===== config.mk =====
export PLATFORM = sky130hd
export DESIGN_NAME = ioctl_stream_tx
export DESIGN_NICKNAME = d
export VERILOG_FILES = /design/src/rtl/ioctl_tx_pkg.sv /design/src/rtl/ioctl_stream_tx.sv
export SDC_FILE = /design/constraint.sdc
export NUM_CORES = 1
export LEC_CHECK = 0
export CAP_MARGIN = 20
export CORE_ASPECT_RATIO = 0.5
export CORE_MARGIN = 1.5
export CORE_UTILIZATION = 53
export CTS_CLUSTER_DIAMETER = 80
export CTS_CLUSTER_SIZE = 10
export DETAILED_ROUTE_END_ITERATION = 6
export PLACE_DENSITY = 0.81
export SETUP_SLACK_MARGIN = 0.3
export SYNTH_ARGS = -nofsm -noshare
export SYNTH_HDL_FRONTEND = slang
export SYNTH_SLANG_ARGS = --single-unit

===== constraint.sdc =====
create_clock -name clk_sys -period 3.95 [get_ports clk_sys]
set_input_delay 0.79 -clock clk_sys [delete_from_list [all_inputs] [get_ports clk_sys]]
set_output_delay 0.79 -clock clk_sys [all_outputs]
set_load 0.03 [all_outputs]

===== src/rtl/ioctl_tx_pkg.sv =====
// Shared types and constants for the ioctl download transmitter.
package ioctl_tx_pkg;

   typedef enum logic [2:0] {
      ST_IDLE,
      ST_SETUP,
      ST_READ,
      ST_CAPTURE,
      ST_WRITE,
      ST_GAP,
      ST_FINISH
   } state_t;

   // ioctl_index values understood by the download receivers
   localparam logic [7:0] IDX_ROM = 8'd0;
   localparam logic [7:0] IDX_MOD = 8'd1;
   localparam logic [7:0] IDX_DIP = 8'd254;

   // DIP switch image is always eight bytes
   localparam int DIP_LEN = 8;

endpackage


===== src/rtl/ioctl_stream_tx.sv =====
// Replays a byte image from a local source memory onto the ioctl download
// bus with the framing and pacing the existing download receivers expect.
// Every output is a register; it is loaded from the next-state decode so the
// outputs line up with the state the FSM occupies in the same cycle.
module ioctl_stream_tx
   import ioctl_tx_pkg::*;
#(
   parameter int ADDR_W = 25,
   parameter int SRC_AW = 16,
   parameter int GAP    = 7
) (
   input  logic              clk_sys,
   input  logic              reset,
   input  logic              start,
   input  logic [7:0]        index,
   input  logic [ADDR_W-1:0] base,
   input  logic [SRC_AW:0]   length,
   input  logic              hold,
   output logic              busy,
   output logic              done,
   output logic              src_rd,
   output logic [SRC_AW-1:0] src_addr,
   input  logic [7:0]        src_data,
   output logic              ioctl_download,
   output logic [7:0]        ioctl_index,
   output logic              ioctl_wr,
   output logic [ADDR_W-1:0] ioctl_addr,
   output logic [7:0]        ioctl_dout
);

   localparam int LEN_W = SRC_AW + 1;
   localparam int CNT_W = (GAP > 1) ? $clog2(GAP + 1) : 1;

   state_t            state, next_state;
   logic [LEN_W-1:0]  len_q;
   logic [LEN_W-1:0]  n;
   logic [LEN_W-1:0]  n_inc;
   logic [ADDR_W-1:0] base_q;
   logic [CNT_W-1:0]  gap_cnt;
   logic              accept;

   assign n_inc  = n + LEN_W'(1);
   assign accept = start && (state == ST_IDLE) && (length != '0);

   // State register
   always_ff @(posedge clk_sys) begin
      // NOTE: sequential state uses non-blocking assignments so every register
      // samples pre-edge values regardless of process evaluation order.
      if (reset) state <= ST_IDLE;
      else       state <= next_state;
   end

   // Next-state decode; byte loop is READ -> CAPTURE -> WRITE -> GAP
   always_comb begin
      // NOTE: default assigned first so no path through the case infers a latch.
      next_state = state;
      case (state)
         ST_IDLE:    if (start) next_state = (length == '0) ? ST_FINISH : ST_SETUP;
         ST_SETUP:   next_state = ST_READ;
         ST_READ:    next_state = ST_CAPTURE;
         ST_CAPTURE: next_state = ST_WRITE;
         ST_WRITE:   next_state = ST_GAP;
         ST_GAP: begin
            // hold is only looked at once the gap count has run out
            if ((gap_cnt == '0) && !hold)
               next_state = (n_inc < len_q) ? ST_READ : ST_FINISH;
         end
         ST_FINISH:  next_state = ST_IDLE;
         default:    next_state = ST_IDLE;
      endcase
   end

   // Transfer context, gap counter and registered bus outputs
   always_ff @(posedge clk_sys) begin
      if (reset) begin
         len_q          <= '0;
         base_q         <= '0;
         n              <= '0;
         gap_cnt        <= '0;
         busy           <= 1'b0;
         done           <= 1'b0;
         src_rd         <= 1'b0;
         src_addr       <= '0;
         ioctl_download <= 1'b0;
         ioctl_index    <= '0;
         ioctl_wr       <= 1'b0;
         ioctl_addr     <= '0;
         ioctl_dout     <= '0;
      end else begin
         if (accept) begin
            len_q       <= length;
            base_q      <= base;
            ioctl_index <= index;
            n           <= '0;
         end

         // gap down-counter: loaded leaving WRITE, sits at zero while held
         if (state == ST_WRITE)
            gap_cnt <= CNT_W'(GAP - 1);
         else if ((state == ST_GAP) && (gap_cnt != '0))
            gap_cnt <= gap_cnt - CNT_W'(1);

         if ((state == ST_GAP) && (next_state == ST_READ))
            n <= n_inc;

         src_rd <= (next_state == ST_READ);
         if (next_state == ST_READ)
            src_addr <= (state == ST_GAP) ? n_inc[SRC_AW-1:0] : n[SRC_AW-1:0];

         // source data arrives during CAPTURE; address wraps at ADDR_W bits
         if (state == ST_CAPTURE) begin
            ioctl_dout <= src_data;
            ioctl_addr <= base_q + ADDR_W'(n);
         end

         ioctl_wr       <= (next_state == ST_WRITE);
         ioctl_download <= (next_state inside {ST_SETUP, ST_READ, ST_CAPTURE, ST_WRITE, ST_GAP});
         done           <= (next_state == ST_FINISH);
         // an empty transfer goes straight from IDLE to FINISH and never shows busy
         busy           <= (next_state != ST_IDLE) &&
                           !((state == ST_IDLE) && (next_state == ST_FINISH));
      end
   end

endmodule


; ---- Yosys cells after proc, flatten, opt, wreduce, memory -nomap -nowiden
; Index checks and enable logic that the tools add are counted.
[word_totals]
register_bits = 127
output_inout_bits = 62
word_cells = 59
[op_classes]
n_addsub = 3
order_cmp = 1
n_eq_ne = 11
mux = 10
n_reduce_logical = 19
[ops]
columns = op, count
row1 = two-way mux 17 bit, 2
row2 = adder 25 x 17 -> 25 bit, 1
row3 = two-way mux 3 bit, 6
row4 = one-hot mux 3 bit (6 select lines), 1
row5 = adder 17 x 1 -> 17 bit (second input constant), 1
row6 = zero test 17 bit, 1
row7 = < comparator 17 bit, 1
row8 = nonzero test 17 bit, 1
row9 = two-way mux 16 bit, 1
row10 = equality test 3 bit (second input constant), 5
row11 = equality test 3 x 2 -> 1 bit (second input constant), 4
row12 = logical AND 1 bit, 7
row13 = equality test 3 x 1 -> 1 bit (second input constant), 2
row14 = zero test 3 bit, 2
row15 = nonzero test 3 bit, 2
row16 = nonzero test 5 bit, 1
row17 = nonzero test 2 bit, 2
row18 = subtractor 3 x 1 -> 3 bit (second input constant), 1
row19 = zero test 1 bit, 2
row20 = OR reduction 2 bit, 1

; ---- Longest topological paths before layout
; Gate-level depths: netlist of run 1.
[depth]
depth_word = 9
mapped_depth = 18
depth_no_buf = 16

; ---- Worst setup path after synthesis of run 1
; No wires, ideal clock.
[synth_timing]
path_kind = reg2reg
start = reg n[0]
end = reg n[13]
setup_ns = 0.120
t_arrival_ns = 3.313
required_time_ns = 3.830
slack_ns = 0.517
path_stages_with_launch = 19
n_path_buf = 2
synth_period_minus_slack_ns = 3.433
cell_sequence = dfxtp_1 -> ha_1 -> nand3_1 -> nor2_2 -> nand3_2 -> nor2_1 -> nand2_1 -> xor2_1 -> inv_1 -> ha_1 -> a211oi_1 -> nor2_1 -> nor3_1 -> o21a_1 -> and2_1 -> buf_4 -> a211oi_2 -> buf_6 -> a211o_1
[synth_between]
elab_chain_len = 8
elab_cells_between_ends = 9
[synth_rtl]
columns = element, line_no
row1 = from (decl), ioctl_stream_tx.sv:36  ; logic [LEN_W-1:0] n;
row2 = from (signal assigned), ioctl_stream_tx.sv:104  ; n <= n_inc;
row3 = adder 17 x 1 -> 17 bit (*), ioctl_stream_tx.sv:42  ; assign n_inc = n + LEN_W'(1);
row4 = < comparator 17 bit, ioctl_stream_tx.sv:66  ; next_state = (n_inc < len_q) ? ST_READ : ST_FINISH;
row5 = two-way mux 3 bit, ioctl_stream_tx.sv:66
row6 = two-way mux 3 bit, ioctl_stream_tx.sv:65  ; if ((gap_cnt == '0) && !hold)
row7 = one-hot mux 3 bit (6 select lines), ioctl_stream_tx.sv:57  ; case (state)
row8 = equality test 3 x 2 -> 1 bit, ioctl_stream_tx.sv:103  ; if ((state == ST_GAP) && (next_state == ST_READ))
row9 = logical AND 1 bit, ioctl_stream_tx.sv:103
row10 = two-way mux 17 bit / nonzero test 2 bit (equally long branches), --
; Mark *: on every way between the ends. The rest lies on a longest branch, timed or not.
; A chain may end at the register's enable or synchronous reset.

; ---- Worst setup path in the final report of run 1
[layout_timing]
start = reg n[2]
end = reg n[4]
; Same word-level chain as after synthesis.

==> results of run 1 <==
==> sequential cells by signal, indices dropped and copies added, names as in the netlist <==
register	flops
busy	1
ioctl_index	8
n	17
base_q	25
done	1
gap_cnt	3
len_q	17
ioctl_addr	25
state	3
ioctl_dout	8
src_rd	1
ioctl_wr	1
src_addr	16
ioctl_download	1
==> logic make-up (layout without fill, tap and decap cells) <==
group,count (synthesis),after routing,synth area share
buf+inv,99,230,0.0727
mux,4,4,0.00600
compound gates,210,210,0.212
flops,127,127,0.381
fa+ha+maj,37,37,0.0705
xor+xnor,25,25,0.0328
simple gates,325,325,0.226
==> final cells by class <==
| class | count | share of cell area |
|---|---|---|
| Clock buffer | 17 | 0.0492 |
| Clock inverter | 15 | 0.0175 |
| Inverter | 49 | 0.0214 |
| Multi-Input combinational cell | 601 | 0.428 |
| Sequential cell | 127 | 0.295 |
| Tap cell | 165 | 0.0239 |
| Timing Repair Buffer | 149 | 0.165 |
==> cell usage after synthesis (7+ instances only) <==
master / count
a21oi_1: 98
and3_1: 9
o221ai_1: 8
nand4_1: 7
o21ai_0: 10
xor2_1: 12
clkbuf_1: 27
ha_1: 36
a31oi_1: 8
inv_1: 47
nand3_1: 20
xnor2_1: 13
nor4_1: 11
buf_2: 12
nor2_1: 44
nor3_1: 17
a211oi_1: 12
o211ai_1: 14
dfxtp_1: 127
nand2_1: 173
==> cell usage in the layout, fill, tap and decap left out, types with 17 or more instances in the layout <==
cell type	Yosys	routed
nand3_1	20	19
inv_1	47	47
dfxtp_1	127	122
ha_1	36	35
clkbuf_16	0	17
clkdlybuf4s50_1	0	122
a21oi_1	98	98
buf_4	1	27
nor3_1	17	17
nor2_1	44	44
nand2_1	173	172
==> worst max path at each step <==
stage          start      endpoint  cells after the start
5_1_grt         n[0]          n[4]                     17
4_1_cts         n[1]  src_addr[10]                     17
3_5_place_dp    n[0]  src_addr[10]                     17
2_1_floorplan   n[0]         n[13]                     18
3_3_place_gp    n[0]          n[4]                     17
6_report        n[2]          n[4]                     14
==> power groups by stage <==
stage	sequential (mW)	combinational, mW	clock, mW
final	1.39	0.526	1.54
after detailed placement	1.42	0.511	0
after CTS	1.39	0.515	1.55
after floorplan	1.45	0.298	0
after global routing	1.40	0.577	1.61
after global placement	1.42	0.501	0
==> per-layer routing <==
metal | wire (µm) | vias up | track usage
met5 | 0 | - | 0
met4 | 403 | 0 | 0.125
met3 | 1510 | 47 | 0.0619
met2 | 8580 | 263 | 0.495
met1 | 8070 | 3043 | 0.368
li1 | - | 3136 | -
==> worst min-delay path: cells and delay by family, from the launching register on <==
family / cells / cell delay [ns]
DFF: 1 / 0.31
and+or+nand+nor: 1 / 0.05
AOI/OAI and AO/OA: 1 / 0.05
==> timing repair <==
action,4_1_cts,5_1_grt
pin swaps,0,1
buffers inserted,0,3
setup endpoints to repair,8,35
hold endpoints to repair,0,0
resized for setup,3,14
==> per-stage QoR <==
step	power, mW	hold slack, ns	setup WS [ns]	util
after detailed placement	1.93	0.446	0.293	0.663
after floorplan	1.74	0.436	0.517	-
final	3.46	0.452	0.557	0.717
after CTS	3.46	0.455	0.337	0.712
after global routing	3.58	0.474	0.286	0.717
after global placement	1.92	0.441	0.436	0.663
==> results.yml, run 1 <==
outcome:
  status: "completed"
global_routing:
  grt_remaining_overflow: 0
  antenna_found_initial: 0
  grt_usage: 0.292
  grt_pass1_wl_um: 30200
  grt_max_degree: 58
  first_global_vias: 6149
routing:
  via_count: 6489
  routed_wl_um: 18600
  drtPass1Iterations: 6
  post-route-drc-count: 0
  drtIter0Drc: 685
  routedWlPerCell_um: 16.5
  drtAntennaViolNets: 0
  routed_via_density: 5.78
floorplanning:
  start_util: 0.554
  io_pins: 124
  rows: 28
  core_area_um2: 12100
  dieArea_um2: 13300
  die_y_um: 82.4
  die_x_um: 162
yosys:
  syn_inst: 827
  ys_seq_elements: 127
  ys.flop_type: "dfxtp_1"
  synth_warnings: 0
  synth.top_cell.area_share: 0.381
  syn_area_um2: 6680
  syn_area_per_cell_um2: 8.07
  yosysTopAreaCell: "dfxtp_1"
  async_reset_ff_frac: 0
  syn_nets: 926
  ys_types: 75
  ys_seq_area_frac: 0.381
  synth-edff-count: 0
  synthTopCellsByArea: "dfxtp_1 (38%), nand2_1 (9.7%), a21oi_1 (7.3%)"
timing:
  drv_slew: 0
  tightest_slew_ns: 0.802
  skew_ns: 0.0109
  timing.final.crit_share: 0.859
  hold_viol: 0
  rsz0062_at_grt: "false"
  period_needed_ns: 3.39
  max_freq_mhz: 295
  max-slew-margin-rel: 0.464
  tns_ns: 0
  setup_violations: 0
hold_path:
  holdPathStages: 2
  hold_end: "ioctl_addr[5]"
  hold_path_startpoint: "ioctl_addr[5]"
  hp-class: "flop to flop"
flow_run:
  max_cap_viol_count: 0
clock_tree:
  clk_path_buf_depth: 2
  cts_root_buf: "clkbuf_16"
  clock_latency_ns: 0.43
  clk_pin_slew_ns: 0.06
  clock_sinks: 127
  ctsHoldBuffers: 0
  cts_max_level: 4
  cts_tree: "yes"
  cts_buffers: 17
power:
  clock_power_share: 0.446
  combPwrFrac: 0.152
  p_seq_frac: 0.402
  power_density_nw_per_um2: 400
  sw_frac_of_total: 0.295
  power_switching_mw: 1.02
  p_leak_nw: 3.26
  irDropWorstVdd_mv: 0.248
  p_int_mw: 2.44
place:
  placed_area_um2: 7990
  dp.cells: 1088
  io_buffer_count: 123
  routabilityCongestion: 0.936
  hpwl_um: 13200
final_layout:
  n_fill_cell: 947
  areaGrowthSynthToFinish_pct: 29.4
  layout.nets: 1044
  multiInputGateArea_um2: 3700
  antenna_cells: 0
  drive_gt1_frac: 0.103
  regArea_um2: 2550
  final_area_um2: 8640
  layout.cells.non_filler: 1123
worst_setup_path:
  crit_fanout: 8
  critPathLaunchType: "flop"
  rr_startpoint: "n[2]"
  crit_path_max_incr_delay_ns: 0.42
  path_cells: "nand3_2 -> nor3_2 -> nand3_1 -> nor2_1 -> xor2_1 -> ha_1 -> o21ai_0 -> nor2_1 -> nor3_1 -> o21a_2 -> and2_4 -> a211oi_2 -> buf_4 -> a221o_1"
  reg2regPathDepth: 14
  cpLargestDelayFamily: "simple AND/OR/NAND/NOR gates"
  crit_slowest_cell: "dfxtp_2"
  cp_data_arrival_time_ns: 3.70
  critPathCaptureType: "flop"
  critPathKind: "flop to flop"
  critical_path_required_ns: 4.26
  worstPathBufferInverterCount: 1
  crit_top_cell: "nor2_1"
  r2r_end: "n[4]"
  r2r_slack_ns: 0.56
(Power assumes the default switching activity.)
==> inputs of run 2 (changes only) <==
==> constraint.sdc (replaced) <==
create_clock -name clk_sys -period 3.3 [get_ports clk_sys]
set_input_delay 0.99 -clock clk_sys [delete_from_list [all_inputs] [get_ports clk_sys]]
set_output_delay 0.99 -clock clk_sys [all_outputs]
set_load 0.03 [all_outputs]
==> run 2 against run 1 <==
  * Hold slack hardly changed
  * Total power grew 24%
  * Combinational power increased by 36%
  * Global-route usage grew 1.3 points
  * Clock skew is 0.0031 ns higher
  * Register-to-register slack got worse by 0.55 ns
  * Final area up 6.2%
  * Final cell count grew 3.1%
  * Critical path depth rose by 1
  * Die area unchanged
  * Largest power group unchanged
==> results.yml, run 2 (synthesis results as in run 1) <==
outcome:
  status: "completed"
global_routing:
  grt_remaining_overflow: 0
  grt_usage: 0.305
  grt_max_degree: 36
  antenna_found_initial: 0
  grt_pass1_wl_um: 31500
  first_global_vias: 6393
power:
  irDropWorstVdd_mv: 0.298
  power_density_nw_per_um2: 468
  p_leak_nw: 3.52
timing:
  holdWs_ns: 0.452
  drv_slew: 0
  hold_viol: 0
  max-slew-margin-rel: 0.622
  skew_ns: 0.0140
  max_freq_mhz: 304
  tightest_slew_ns: 0.567
  period_needed_ns: 3.29
  rsz0062_at_grt: "true"
  setup_violations: 0
  timing.final.crit_share: 0.998
final_layout:
  multiInputGateArea_um2: 3890
  areaGrowthSynthToFinish_pct: 37.5
  fin_util: 0.762
  layout.nets: 1079
  drive_gt1_frac: 0.158
  n_fill_cell: 831
  regArea_um2: 2560
  antenna_cells: 0
  layout_common_cells: "nand2_1 (171), clkdlybuf4s50_1 (122), dfxtp_1 (121)"
  biggestRegsByFlops: "base_q: 25 flops, ioctl_addr: 25 flops"
  layout_commonest_cell: "nand2_1"
clock_tree:
  ctsHoldBuffers: 0
  cts_root_buf: "clkbuf_16"
  clk_path_buf_depth: 2
  cts_max_level: 4
  clk_pin_slew_ns: 0.06
  clock_latency_ns: 0.42
  clock_sinks: 127
  cts_tree: "yes"
  cts_buffers: 17
routing:
  post-route-drc-count: 0
  drtIter0Drc: 609
  routedWlPerCell_um: 17.7
  routed_via_density: 5.85
  drtPass1Iterations: 5
  via_count: 6772
  routed_wl_um: 20500
  drtAntennaViolNets: 0
floorplanning:
  io_pins: 124
  core_area_um2: 12100
  die_x_um: 162
  start_util: 0.554
  dieArea_um2: 13300
  rows: 28
  die_y_um: 82.4
worst_setup_path:
  critPathLaunchType: "flop"
  critPathKind: "flop to flop"
  crit_fanout: 7
  cp_data_arrival_time_ns: 3.59
  critical_path_required_ns: 3.60
  critPathCaptureType: "flop"
place:
  hpwl_um: 13900
  routabilityCongestion: 1.03
  io_buffer_count: 123
flow_run:
  max_cap_viol_count: 0
hold_path:
  hp-class: "flop to flop"
==> run 2: cell count changes in the layout (fill, tap and decap cells not counted), sizes merged <==
cell / change
buf: +35
clkinvlp: -2
bufinv: +1
inv: +1
==> run 2: through the flow <==
step	power (mW)	area [µm²]	cells	TNS, ns	worst slack [ns]
detailed placement	2.34	8260	1110	0	0.0213
global route	4.44	9180	1158	-0.926	-0.0938
finish	4.29	9180	1158	0	0.00793
global placement	2.33	8260	1110	0	0.00720
CTS	4.26	9010	1150	0	0.199
floorplan	2.09	6770	827	0	0.286
==> run 2: layout make-up <==
| class | count | area share |
|---|---|---|
| multi-input cells | 601 | 0.423 |
| flip-flops and latches | 127 | 0.279 |
| repair buffers | 184 | 0.190 |
| clock buffers | 17 | 0.0463 |
| well taps | 165 | 0.0225 |
| inverters | 49 | 0.0202 |
| clock inverters | 15 | 0.0187 |
==> run 2: worst max-delay path, stage by stage, from the launching register on <==
cell	delay [ns]
dfxtp_1	0.60
nand3_1	0.30
nor2_4	0.19
nand2_2	0.08
xor2_2	0.21
inv_2	0.07
ha_4	0.24
a211oi_2	0.17
nor2_1	0.07
nor3_1	0.24
o21a_2	0.24
and2_4	0.20
a211oi_4	0.07
buf_6	0.17
buf_12	0.14
a22o_1	0.19
==> run 2: repair_timing <==
item / CTS / global route
setup endpoints to repair: 34 / 37
endpoints found under the hold margin: 0 / 0
resized for setup: 19 / 27
cloned: 1 / 0
pin swaps: 9 / 17
setup buffers: 7 / 8
==> run 2: path summary, 6_finish.rpt <==
| check | start | to | slack, ns | cells after the start |
|---|---|---|---|---|
| worst min-delay path | ioctl_addr[5] | ioctl_addr[5] | 0.45 | 2 |
| worst max register to register | n[12] | n[1] | 0.008 | 15 |
| worst min register to register | ioctl_addr[5] | ioctl_addr[5] | 0.45 | 2 |
| worst max-delay path | n[12] | n[1] | 0.008 | 15 |
==> run 2: routing by layer <==
metal / share of wire / wire length [µm] / track usage
met4: 0.028 / 577 / 0.139
met1: 0.43 / 8820 / 0.386
met5: 0 / 0 / 0
met2: 0.46 / 9440 / 0.512
met3: 0.081 / 1650 / 0.0639
==> run 2: power breakdown <==
part           switching [mW]  internal (mW)  leakage, nW  total [mW]
Combinational           0.416          0.299         2.19       0.715
Sequential             0.0547           1.61         1.04        1.66
Clock                   0.777           1.14        0.292        1.91
Total                    1.25           3.04         3.52        4.29
==> inputs of run 3 (changes only) <==
- ABC_AREA: not set -> 0
- GPL_TIMING_DRIVEN: not set -> 0
==> run 3 against run 2 <==
  * The flow now finishes with violations (negative setup slack)
  * Sequential share of layout area shrank 1.3 points
  * Register-to-register slack got worse by 0.19 ns
  * Count of clock-buffer cells in the layout did not move
  * Fmax is 5.4% lower
  * First-iteration DRC count is 7.7% higher
  * Non-clock buffer count increased by 41
  * Sequential power barely moved
  * Critical endpoint is now n[3]
  * Largest power group unchanged
  * Highest routed layer unchanged
==> results.yml, run 3 (synthesis results as in run 1) <==
outcome:
  status: "complete, but fails checks"
  violations: "negative setup slack"
routing:
  drtIter0Drc: 656
  routed_wl_um: 23000
  via_count: 7109
  post-route-drc-count: 0
  routed_via_density: 5.93
  drtPass1Iterations: 7
  drtAntennaViolNets: 0
  routedWlPerCell_um: 19.1
floorplanning:
  die_y_um: 82.4
  core_area_um2: 12100
  dieArea_um2: 13300
  die_x_um: 162
  rows: 28
  io_pins: 124
  start_util: 0.554
final_layout:
  drive_gt1_frac: 0.188
  multiInputGateArea_um2: 4020
  layout.nets: 1120
  regArea_um2: 2560
  layout.cells.non_filler: 1199
  layout_commonest_cell: "nand2_1"
  layout_common_cells: "nand2_1 (168), clkdlybuf4s50_1 (123), dfxtp_1 (119)"
  n_fill_cell: 837
  fin_util: 0.798
  antenna_cells: 0
  biggestRegsByFlops: "base_q: 25 flops, ioctl_addr: 25 flops"
  areaGrowthSynthToFinish_pct: 44.1
timing:
  rsz0062_at_grt: "true"
  period_needed_ns: 3.48
  hold_viol: 0
  fin_ws_ns: -0.180
  timing.final.crit_share: 1.05
  tightest_slew_ns: 0.708
  tns_ns: -3.13
  max-slew-margin-rel: 0.528
  max_freq_mhz: 287
  setup_violations: 33
  skew_ns: 0.0114
  holdWs_ns: 0.448
  drv_slew: 0
global_routing:
  grt_use_met1: 0.415
  grt_remaining_overflow: 0
  met3_usage: 0.100
  first_global_vias: 6584
  met2_usage: 0.554
  busiest_layer: "met2"
  grt_max_degree: 17
  grt_pass1_wl_um: 34000
  grt_usage: 0.336
  antenna_found_initial: 0
clock_tree:
  clock_latency_ns: 0.42
  cts_tree: "yes"
  clk_pin_slew_ns: 0.06
  cts_root_buf: "clkbuf_16"
  clk_path_buf_depth: 2
  cts_buffers: 17
  ctsHoldBuffers: 0
  cts_max_level: 4
  clock_sinks: 127
worst_setup_path:
  rr_startpoint: "n[1]"
  cp_data_arrival_time_ns: 3.78
  worstPathBufferInverterCount: 4
  critical_path_required_ns: 3.60
  reg2regPathDepth: 18
  critPathKind: "flop to flop"
  crit_path_max_incr_delay_ns: 0.40
  crit_slowest_cell: "dfxtp_4"
  cpLargestDelayFamily: "compound AO/OA/AOI/OAI gates"
  path_depth: 18
  r2r_end: "n[3]"
  crit_fanout: 5
  r2r_slack_ns: -0.18
  critPathCaptureType: "flop"
  path_cells: "ha_4 -> nand3_4 -> nor2_4 -> nand3_4 -> buf_4 -> nor2_2 -> xnor2_1 -> inv_1 -> ha_4 -> nand2_2 -> nor2_2 -> a211oi_2 -> o21a_4 -> and2_4 -> buf_6 -> a211oi_4 -> buf_4 -> a221o_1"
  critPathLaunchType: "flop"
place:
  io_buffer_count: 123
  dp.cells: 1115
  routabilityCongestion: 0.907
  hpwl_um: 14900
flow_run:
  max_cap_viol_count: 0
power:
  irDropWorstVdd_mv: 0.287
  power_density_nw_per_um2: 457
  p_leak_nw: 3.70
hold_path:
  hp-class: "flop to flop"
  hold_path_startpoint: "ioctl_addr[6]"
  holdPathStages: 2
  hold_end: "ioctl_addr[6]"
[run 3: changes by cell type in the layout (fill, tap and decap cells not counted), moves of 5 or more]
| cell | previous run | this run |
|---|---|---|
| buf_2 | 0 | 9 |
| buf_4 | 53 | 46 |
| clkbuf_1 | 0 | 18 |
| clkbuf_2 | 0 | 5 |
| clkbuf_8 | 0 | 8 |
| nor4_1 | 10 | 5 |
[run 3: worst reg2reg max path, cell delays in order (launching register included)]
cell,delay [ns]
dfxtp_4,0.40
ha_4,0.16
nand3_4,0.09
nor2_4,0.19
nand3_4,0.15
buf_4,0.17
nor2_2,0.11
xnor2_1,0.17
inv_1,0.17
ha_4,0.26
nand2_2,0.11
nor2_2,0.05
a211oi_2,0.31
o21a_4,0.20
and2_4,0.14
buf_6,0.12
a211oi_4,0.10
buf_4,0.18
a221o_1,0.29
[run 3: power by group]
group | leakage (nW) | internal (mW) | switching [mW]
Sequential | 1.04 | 1.61 | 0.0513
Clock | 0.285 | 1.14 | 0.801
Combinational | 2.38 | 0.336 | 0.458
[run 3: per-stage QoR]
step	setup slack, ns	cell area (µm²)	total power, mW
2_1_floorplan	0.286	6770	2.09
3_3_place_gp	-0.364	8210	2.34
3_5_place_dp	-0.426	8210	2.35
4_1_cts	0.102	9410	4.33
5_1_grt	-0.207	9620	4.53
6_report	-0.180	9620	4.39
[run 3: worst max path at each step]
stage | start | end | slack, ns
3_5_place_dp | n[3] | src_addr[6] | -0.43
5_1_grt | n[1] | n[3] | -0.21
4_1_cts | n[1] | n[3] | 0.10
2_1_floorplan | n[0] | n[13] | 0.29
3_3_place_gp | n[4] | src_addr[6] | -0.36
6_report | n[1] | n[3] | -0.18
[run 3: area by class of cell]
type	count	share of cell area
Buffer	50	0.0381
Multi-Input combinational cell	601	0.417
Sequential cell	127	0.266
Tap cell	165	0.0215
Inverter	49	0.0192
Clock buffer	17	0.0442
Timing Repair Buffer	175	0.176
Clock inverter	15	0.0179
[run 3: repair_timing]
action | CTS | global route
hold endpoints to repair | 0 | 0
gates cloned | 3 | 0
gates resized for setup | 58 | 34
pin swaps | 23 | 14
setup endpoints to repair | 37 | 106
buffers inserted | 38 | 11
[run 3: metal layers]
| metal | routed length, µm | vias up |
|---|---|---|
| met5 | 0 | - |
| met4 | 708 | 0 |
| met3 | 2320 | 77 |
| met2 | 10300 | 374 |
| met1 | 9590 | 3372 |
| li1 | - | 3286 |
